===== src/rtl/cholesky_pkg.sv =====
// Shared definitions for the Cholesky / forward-substitution datapath:
// matrix dimension, word width, matrix/vector types, FSM states and the
// saturation helper used by the accumulators.
package cholesky_pkg;

    localparam int N     = 6;
    localparam int W     = 36;
    localparam int IDX_W = $clog2(N);
    localparam int CNT_W = 4;

    localparam int DEF_MULT_LAT = 4;
    localparam int DEF_DIV_LAT  = 6;

    typedef logic [W-1:0]        word_t;
    typedef word_t [N-1:0]       vec_t;
    typedef vec_t  [N-1:0]       mat_t;

    typedef enum logic [2:0] {
        S_IDLE,
        S_LOAD,
        S_MAC,
        S_SUB,
        S_DIV,
        S_WB,
        S_DONE
    } fs_state_t;

    // Clamp a W+1 bit two's-complement result to the signed W-bit range.
    function automatic word_t sat_word(input logic [W:0] v);
        if (v[W] != v[W-1]) begin
            return v[W] ? {1'b1, {(W-1){1'b0}}} : {1'b0, {(W-1){1'b1}}};
        end
        return v[W-1:0];
    endfunction

endpackage


===== src/rtl/fs_lat_counter.sv =====
// Loadable down-counter with enable gating. Times the MAC drain and the
// divider wait of the forward-substitution FSM; stops at zero.
module fs_lat_counter #(
    parameter int CNT_W = 4
) (
    input  logic             clk,
    input  logic             rst,
    input  logic             en,
    input  logic             load,
    input  logic [CNT_W-1:0] load_val,
    output logic [CNT_W-1:0] count,
    output logic             zero
);

    // Load takes priority over counting; everything freezes while en is low.
    always_ff @(posedge clk) begin
        // NOTE: sequential state is always assigned with <=, so every
        // register samples its inputs from before the clock edge.
        if (!rst) begin
            count <= '0;
        end else if (en) begin
            if (load) begin
                count <= load_val;
            end else if (count != '0) begin
                count <= count - CNT_W'(1);
            end
        end
    end

    assign zero = (count == '0);

endmodule


===== src/rtl/forward_subst_block.sv =====
// Forward substitution: solves lt*y = rhs for a 6x6 lower-triangular lt.
// Products and quotients come from one lane of the external shared
// multiplier/divider arrays via fixed-latency ports.
// Optional feature: define FWD_SUBST_DIV0_CHECK_EN to skip the divider on a
// zero diagonal, write y[i]=0 and raise the sticky err flag.
module forward_subst_block
    import cholesky_pkg::*;
#(
    parameter int MULT_LAT = DEF_MULT_LAT,
    parameter int DIV_LAT  = DEF_DIV_LAT
) (
    input  logic                        clk,
    input  logic                        rst,
    input  logic                        en,
    input  logic                        start,
    input  logic [N-1:0][N-1:0][W-1:0]  lt,
    input  logic [N-1:0][W-1:0]         rhs,
    output logic [W-1:0]                mult_dataa,
    output logic [W-1:0]                mult_datab,
    input  logic [W-1:0]                mult_result,
    output logic [W-1:0]                div_dividend,
    output logic [W-1:0]                div_divisor,
    input  logic [W-1:0]                div_quotient,
    output logic                        busy,
    output logic                        done,
    output logic [N-1:0][W-1:0]         y,
    output logic                        err
);

    fs_state_t        state;
    mat_t             lt_q;
    vec_t             rhs_q;
    logic [IDX_W-1:0] row;
    logic [IDX_W-1:0] iss_j;
    word_t            acc;
    logic             div0_q;

    logic [IDX_W-1:0] row_nx;
    logic [IDX_W-1:0] iss_nx;
    logic [W:0]       acc_sum;
    logic [W:0]       num_diff;
    word_t            wb_val;
    logic             div0_now;
    logic             cnt_load;
    logic [CNT_W-1:0] cnt_val;
    logic [CNT_W-1:0] cnt;
    logic             cnt_zero;

    fs_lat_counter #(
        .CNT_W (CNT_W)
    ) u_lat_cnt (
        .clk      (clk),
        .rst      (rst),
        .en       (en),
        .load     (cnt_load),
        .load_val (cnt_val),
        .count    (cnt),
        .zero     (cnt_zero)
    );

    // Snapshot of the operands taken in LOAD; later input changes are ignored.
    always_ff @(posedge clk) begin
        // NOTE: these are pure data holders rewritten on every LOAD before
        // use, so they carry no reset.
        if (en && state == S_LOAD) begin
            lt_q  <= lt;
            rhs_q <= rhs;
        end
    end

    // Datapath arithmetic and latency-counter load requests.
    always_comb begin
        // NOTE: every signal gets a default first so no path leaves it
        // unassigned, which would infer a latch.
        cnt_load = 1'b0;
        cnt_val  = '0;
        row_nx   = row + IDX_W'(1);
        iss_nx   = iss_j + IDX_W'(1);
        acc_sum  = {acc[W-1], acc} + {mult_result[W-1], mult_result};
        num_diff = {rhs_q[row][W-1], rhs_q[row]} - {acc[W-1], acc};
        wb_val   = div0_q ? '0 : div_quotient;
`ifdef FWD_SUBST_DIV0_CHECK_EN
        div0_now = (lt_q[row][row] == '0);
`else
        div0_now = 1'b0;
`endif
        case (state)
            S_WB: begin
                // MAC of row i+1 lasts (i+1)+MULT_LAT cycles.
                if (row != IDX_W'(N-1)) begin
                    cnt_load = 1'b1;
                    cnt_val  = CNT_W'(row) + CNT_W'(MULT_LAT);
                end
            end
            S_SUB: begin
                if (!div0_now) begin
                    cnt_load = 1'b1;
                    cnt_val  = CNT_W'(DIV_LAT - 1);
                end
            end
            default: ;
        endcase
    end

    // Main FSM with registered outputs.
    always_ff @(posedge clk) begin
        if (!rst) begin
            state        <= S_IDLE;
            row          <= '0;
            iss_j        <= '0;
            acc          <= '0;
            div0_q       <= 1'b0;
            busy         <= 1'b0;
            done         <= 1'b0;
            y            <= '0;
            mult_dataa   <= '0;
            mult_datab   <= '0;
            div_dividend <= '0;
            div_divisor  <= '0;
`ifdef FWD_SUBST_DIV0_CHECK_EN
            err          <= 1'b0;
`endif
        end else if (en) begin
            done <= 1'b0;
            case (state)
                S_IDLE: begin
                    if (start) begin
                        busy  <= 1'b1;
                        state <= S_LOAD;
                    end
                end
                S_LOAD: begin
                    row    <= '0;
                    acc    <= '0;
                    div0_q <= 1'b0;
`ifdef FWD_SUBST_DIV0_CHECK_EN
                    err    <= 1'b0;
`endif
                    // Row 0 has no products to accumulate.
                    state  <= S_SUB;
                end
                S_MAC: begin
                    // Product j was issued in MAC cycle j and returns in cycle
                    // j+MULT_LAT, i.e. while the counter is below the row index.
                    if (cnt < CNT_W'(row)) begin
                        acc <= sat_word(acc_sum);
                    end
                    if (iss_nx < row) begin
                        mult_dataa <= lt_q[row][iss_nx];
                        mult_datab <= y[iss_nx];
                        iss_j      <= iss_nx;
                    end else begin
                        mult_dataa <= '0;
                        mult_datab <= '0;
                    end
                    if (cnt_zero) begin
                        state <= S_SUB;
                    end
                end
                S_SUB: begin
                    div0_q <= div0_now;
                    if (div0_now) begin
                        state <= S_WB;
                    end else begin
                        div_dividend <= sat_word(num_diff);
                        div_divisor  <= lt_q[row][row];
                        state        <= S_DIV;
                    end
                end
                S_DIV: begin
                    if (cnt_zero) begin
                        div_dividend <= '0;
                        div_divisor  <= '0;
                        state        <= S_WB;
                    end
                end
                S_WB: begin
                    y[row] <= wb_val;
`ifdef FWD_SUBST_DIV0_CHECK_EN
                    if (div0_q) begin
                        err <= 1'b1;
                    end
`endif
                    if (row == IDX_W'(N-1)) begin
                        busy  <= 1'b0;
                        state <= S_DONE;
                    end else begin
                        // Issue product j=0 of the next row on entry to MAC;
                        // y[0] is still being written when leaving row 0.
                        row        <= row_nx;
                        acc        <= '0;
                        iss_j      <= '0;
                        mult_dataa <= lt_q[row_nx][0];
                        mult_datab <= (row == '0) ? wb_val : y[0];
                        state      <= S_MAC;
                    end
                end
                S_DONE: begin
                    done  <= 1'b1;
                    state <= S_IDLE;
                end
                default: state <= S_IDLE;
            endcase
        end
    end

`ifndef FWD_SUBST_DIV0_CHECK_EN
    assign err = 1'b0;
`endif

endmodule

===== config.mk =====
export PLATFORM = sky130hd
export DESIGN_NAME = forward_subst_block
export DESIGN_NICKNAME = d
export VERILOG_FILES = /design/src/rtl/cholesky_pkg.sv /design/src/rtl/fs_lat_counter.sv /design/src/rtl/forward_subst_block.sv
export SDC_FILE = /design/constraint.sdc
export NUM_CORES = 2
export LEC_CHECK = 0
export ABC_AREA = 1
export CAP_MARGIN = 30
export CELL_PAD_IN_SITES_DETAIL_PLACEMENT = 0
export CELL_PAD_IN_SITES_GLOBAL_PLACEMENT = 2
export CORE_AREA = 10 10 760 762
export DETAILED_ROUTE_END_ITERATION = 10
export DIE_AREA = 0 0 770 772
export PLACE_DENSITY = 0.41
export SETUP_SLACK_MARGIN = 0.15
export SLEW_MARGIN = 40
export SYNTH_ARGS = -nofsm -noshare
export SYNTH_HDL_FRONTEND = slang
export SYNTH_HIERARCHICAL = 1
export SYNTH_SLANG_ARGS = --single-unit
export TNS_END_PERCENT = 50

===== constraint.sdc =====
create_clock -name clk -period 74.5 [get_ports clk]
set_clock_uncertainty 0.05 [all_clocks]
set_input_delay 11.175 -clock clk [delete_from_list [all_inputs] [get_ports clk]]
set_output_delay 11.175 -clock clk [all_outputs]
set_load 0.005 [all_outputs]

After elaboration in Yosys (flattened, before gate mapping)
Cells that the tools add are included.
{"block": "totals", "latch_bits": 0, "ff_bits": 1923, "ram_bits": 0, "n_memories": 0, "elab_cells": 172, "romBits": 0}
{"block": "op_classes", "order_cmp": 6, "bitwise": 0, "muxes": 63, "div": 0, "n_mul": 0, "reduce_logical": 21, "shifts": 0, "addsub": 6, "eq_ne": 17}
{"operator": "binary-select mux 216 bit (select 3 bit)", "count": 2}
{"operator": "2-to-1 mux 36 bit", "count": 20}
{"operator": "binary-select mux 36 bit (select 3 bit)", "count": 4}
{"operator": "one-hot mux 36 bit (2 select lines)", "count": 4}
{"operator": "bitwise mux 216 bit", "count": 1}
{"operator": "2-to-1 mux 216 bit", "count": 1}
{"operator": "demux 36 bit (select 3 bit)", "count": 1}
{"operator": "one-hot mux 36 bit (3 select lines)", "count": 1}
{"operator": "adder 36 x 36 -> 37 bit", "count": 1}
{"operator": "subtractor 36 x 36 -> 37 bit", "count": 1}
{"operator": "2-to-1 mux 3 bit", "count": 7}
{"operator": "one-hot mux 3 bit (6 select lines)", "count": 1}
{"operator": "AND reduction 4 bit", "count": 4}
{"operator": "inequality test 2 bit (second input constant)", "count": 7}
{"operator": "2-to-1 mux 1 bit", "count": 13}
{"operator": "== test 3 bit (second input constant)", "count": 4}
{"operator": "< comparator 3 x 4 -> 1 bit (second input constant)", "count": 3}
{"operator": "2-to-1 mux 4 bit", "count": 3}
{"operator": "one-hot mux 3 bit (2 select lines)", "count": 2}
{"operator": "nonzero test 2 bit", "count": 5}
{"operator": "AND reduction 3 bit", "count": 3}
{"operator": "one-hot mux 4 bit (2 select lines)", "count": 1}
{"operator": "adder 3 x 1 -> 3 bit (second input constant)", "count": 2}
{"operator": "== test 3 x 2 -> 1 bit (second input constant)", "count": 2}
{"operator": "15 further kinds", "count": 20}

Depth between registers and ports, before layout
{"block": "logic_depth", "ltp_word": 10, "depth_mapped": 29}

Hierarchy
The synthesis kept the hierarchy.
{"mod": "forward_subst_block", "cells_per_inst": 7763, "area_each_um2": 81552.0, "instances": 1}
{"mod": "fs_lat_counter", "cells_per_inst": 43, "area_each_um2": 269.0, "instances": 1}

Least setup slack after synthesis
OpenSTA, ideal clock, no wires.
{"block": "synth_timing", "kind": "input port to flip-flop", "start": "input en", "end": "register lt_q[0] in the netlist's numbering, enable pin", "path_stages": 2, "arrival_time_ns": 73.775, "setup_time_ns": 3.438, "slack_ns": -2.763, "n_path_buf": 0, "cell_sequence": "nand2_1 -> nor2_1"}
{"block": "synth_via", "elab_chain_len": 1}
{"element": "start: declaration", "line_no": "forward_subst_block.sv:14", "text": "input logic en,"}
{"element": "logical AND 1 bit", "line_no": "forward_subst_block.sv:65", "text": "if (en && state == S_LOAD) begin"}
{"element": "end signal: assignment", "line_no": "forward_subst_block.sv:66", "text": "lt_q <= lt;"}
{"element": "end: declaration", "line_no": "forward_subst_block.sv:31", "text": "mat_t lt_q;"}
No other way between the ends.
A chain may end at the register's enable or synchronous reset.

Worst setup path after layout
{"block": "layout_timing", "start": "input en", "end": "register lt_q[735] in the netlist's numbering, enable pin"}
The elaborated chain is that of the path after synthesis.

==> impl_metrics.tcl <==
set metrics [dict create \
    routed_wl_mm 662 \
    viasPerCell 4.10 \
    ys_types 57 \
    async_reset_ff_share_pct 0 \
    max_cap_violations 0 \
    intPower_uw 2190 \
    tritoncts "built" \
    clk_pin_slew_worst_paths_ps 60 \
    cts.sink_count 1923 \
    port_buffers 1949 \
    pwr-share-seq_pct 42.6 \
    end_kind "register" \
    yosysWarningCount 6 \
    crit_buf_inv 6 \
    globalRouteOverflowTotal 0 \
    synthCells 7806 \
    cp_common_cell "buf_4" \
    final-setup-viol-count 0 \
    synth-edff-count 1512 \
    rsz0062_at_grt "false" \
    die_h_um 772 \
    grt_use_met2_pct 37.9 \
    route.vias.total 72200 \
    syn_to_final_growth_pct 46.7 \
    hold_path_class "register to register" \
    crit_type "input port to register" \
    gr-max-usage-layer "met2" \
    power.density_mw_per_mm2 25.5 \
    antenna_found_initial 536 \
    fmax_mhz 67.7 \
    final_layout_size_suffix_gt1_share_pct 6.96 \
    post_drt_wl_per_cell_um 37.6 \
    vdd_drop_max_uv 15.2 \
    final_hold_viol_count 0 \
    netSwitchingPower_uw 865 \
    dp_hpwl_mm 526 \
    synth_top_area_share_pct 55.5 \
    yosysTopAreaCell "edfxtp_1" \
    p_leak_uw 0.0416 \
    drc 0 \
    cts_hold_buf 0 \
    ys.flop_type "edfxtp_1" \
    n_fill_cell 61300 \
    tns_ps 0 \
    synth-seq-area-share_pct 65.5 \
    slowest_delay_ps 660 \
    first_pass_iters 6 \
    status "complete, no violations" \
    syn_nets 9479 \
    critPathRequiredTime_ps 75000 \
    postCtsSetupBuffers 0 \
    detail-route-antenna-nets 0 \
    cp-start-kind "input port" \
    global_route.usage.total_pct 21.3 \
    ys_ff_latch 1923 \
    postLayoutCellArea_mm2 0.120 \
    syn_area_mm2 0.0818 \
    grt_max_degree 151 \
    grt_pass1_wl_mm 826 \
    crit_arrival_ps 15270 \
    cts_buffers 274 \
    std_cell_rows 276 \
    start_util_pct 14.5 \
    worstMarginPinSlew_ps 1170 \
    yosys-top-cells-area "edfxtp_1 (55%), dfxtp_1 (10%), nand2_1 (7.3%), nor2_1 (3.8%), o21ai_0 (3.8%)" \
    period_share_pct 19.8 \
    ctsResizeCount 0 \
    critPathSlowestCell "buf_4" \
    syn_avg_cell_area_um2 10.5 \
    drt_iter0_markers 5767 \
    cts-root-buf "clkbuf_16" \
    h-tree-depth 5 \
    fin_total_pwr_uw 3050 \
    critical-path-top-delay-family "buffers and inverters" \
    clk_latency_ps 940 \
    coreArea_mm2 0.563 \
    slew-limit-headroom_pct 21.7 \
    fp.dieArea_mm2 0.594 \
    cp_cell_sequence "clkdlybuf4s50_1 > nand2_1 > nor2_4 > buf_4 > buf_4 > buf_4 > buf_12 > buf_6" \
    period_needed_ps 14770 \
    dpl_cell_area_mm2 0.111 \
    p_comb_share_pct 13.5 \
    use_met3_pct 6.05 \
    critPathMaxFanout 72 \
    place_congestion 0.855 \
    p_clk_share_pct 43.9 \
    drv_slew 0 \
    dieWidth_um 770 \
    swShare_pct 28.3 \
    num_io_pins 1951 \
    cts_buffer_depth 4 \
    grt_pass1_vias 72300 \
    use_met1_pct 24.5 \
    nNetsFinal 11400 \
]
==> synthesized netlist by cell type, types with 4 or more instances <==
master / n
a21oi_1: 551
a221oi_1: 61
edfxtp_1: 1512
nand3_2: 9
buf_6: 7
a21oi_2: 29
xor2_1: 11
o21bai_1: 11
o21ai_1: 21
nand4_1: 210
o211ai_1: 19
a22oi_1: 182
o31ai_1: 42
nor4_1: 11
a211oi_1: 24
o41ai_1: 14
nor2_2: 9
dfxtp_1: 411
clkinv_1: 4
xnor2_1: 33
buf_4: 15
o21ai_0: 621
nand2_1: 1594
nand3_1: 323
o22ai_1: 26
nor2_1: 829
o21a_1: 9
buf_1: 40
inv_1: 529
clkbuf_1: 221
a22o_1: 36
a21o_1: 10
a31oi_1: 40
nand3b_1: 19
buf_2: 152
o2111ai_1: 7
inv_2: 28
nand2_2: 13
nor3_1: 12
ha_1: 83
==> final timing paths <==
path	to	slack, ps	start	cells after the start
worst max-delay path	lt_q[735]	59730	en	8
worst min-delay path	div_divisor[21]	420	div_divisor[21]	2
worst max register to register	div_dividend[21]	67620	row[0]	19
worst min register to register	div_divisor[21]	420	div_divisor[21]	2
==> power groups by stage <==
| stage | Sequential, µW | Combinational [µW] | Clock, µW |
|---|---|---|---|
| floorplan | 1450 | 150 | 0 |
| global placement | 1320 | 419 | 0 |
| detailed placement | 1320 | 424 | 0 |
| CTS | 1300 | 426 | 1390 |
| global route | 1310 | 443 | 1420 |
| finish | 1300 | 413 | 1340 |
==> cells by family (layout without fill, tap and decap cells) <==
| kind of cell | after synthesis | after routing | synth area share, % |
|---|---|---|---|
| AO/OA/AOI/OAI | 1721 | 1721 | 12.3 |
| other | 1 | 127 | 0.00458 |
| adder cells (fa/ha/maj) | 85 | 85 | 1.32 |
| buffers and inverters | 996 | 3157 | 4.93 |
| XOR/XNOR | 44 | 44 | 0.471 |
| flip-flops | 1923 | 1923 | 65.5 |
| AND/OR/NAND/NOR | 3036 | 3036 | 15.4 |
==> sequential cells by signal, summed over array words and instances (netlist names) <==
register,flops
rhs_q,216
div_dividend,36
iss_j,3
mult_dataa,36
state,3
div_divisor,36
u_lat_cnt/count,4
y,216
row,3
busy,1
acc,36
lt_q,1296
done,1
mult_datab,36
==> per-layer routing <==
layer | part of all wire (%) | vias up
met5 | 0.27 | -
met4 | 3.8 | 266
met3 | 7.1 | 1241
met2 | 50 | 3172
met1 | 39 | 35800
li1 | - | 31700
==> per-stage QoR <==
step | std cells | hold WS (ps) | worst slack (ps) | util (%)
2_1_floorplan | 7806 | 393 | 22920 | -
4_1_cts | 17500 | 417 | 59640 | 21.3
6_report | 17600 | 418 | 59730 | 21.3
3_3_place_gp | 17000 | 418 | 58460 | 19.6
3_5_place_dp | 17000 | 407 | 58600 | 19.7
5_1_grt | 17500 | 441 | 59570 | 21.3
==> layout by cell type, fill, tap and decap left out, types with 20 or more instances in the layout <==
cell | Yosys | final
clkinv_1 | 4 | 41
clkdlybuf4s50_1 | 0 | 1946
buf_4 | 15 | 117
clkbuf_1 | 221 | 63
nand2_1 | 1594 | 1592
a22oi_1 | 182 | 182
dfxtp_1 | 411 | 409
clkbuf_16 | 0 | 282
a221oi_1 | 61 | 60
clkinv_2 | 0 | 40
xnor2_1 | 33 | 31
inv_1 | 529 | 528
nand3_1 | 323 | 321
nor2_1 | 829 | 806
a21oi_2 | 29 | 32
diode_2 | 0 | 126
ha_1 | 83 | 81
a22o_1 | 36 | 36
o22ai_1 | 26 | 26
a31oi_1 | 40 | 40
bufinv_16 | 0 | 20
nand4_1 | 210 | 210
o21ai_1 | 21 | 24
a211oi_1 | 24 | 23
edfxtp_1 | 1512 | 1512
o31ai_1 | 42 | 42
o21ai_0 | 621 | 617
a21oi_1 | 551 | 547
==> area by class of cell <==
class / count / area [µm²] / share of cell area (%)
flip-flops and latches: 1923 / 53600 / 44.7
inverters: 561 / 2180 / 1.81
well taps: 7506 / 9390 / 7.82
clock buffers: 357 / 7460 / 6.21
clock inverters: 130 / 1390 / 1.16
diodes: 126 / 315 / 0.263
multi-input cells: 4887 / 24500 / 20.4
repair buffers: 2109 / 21100 / 17.6
==> worst reg2reg max path, delay by kind of cell (launching register included) <==
kind	cells	cell delay [ps]
simple gates	10	2890
buf+inv	4	1990
compound gates	4	1010
flops	1	410
fa+ha+maj	1	330
(Power assumes the default switching activity.)
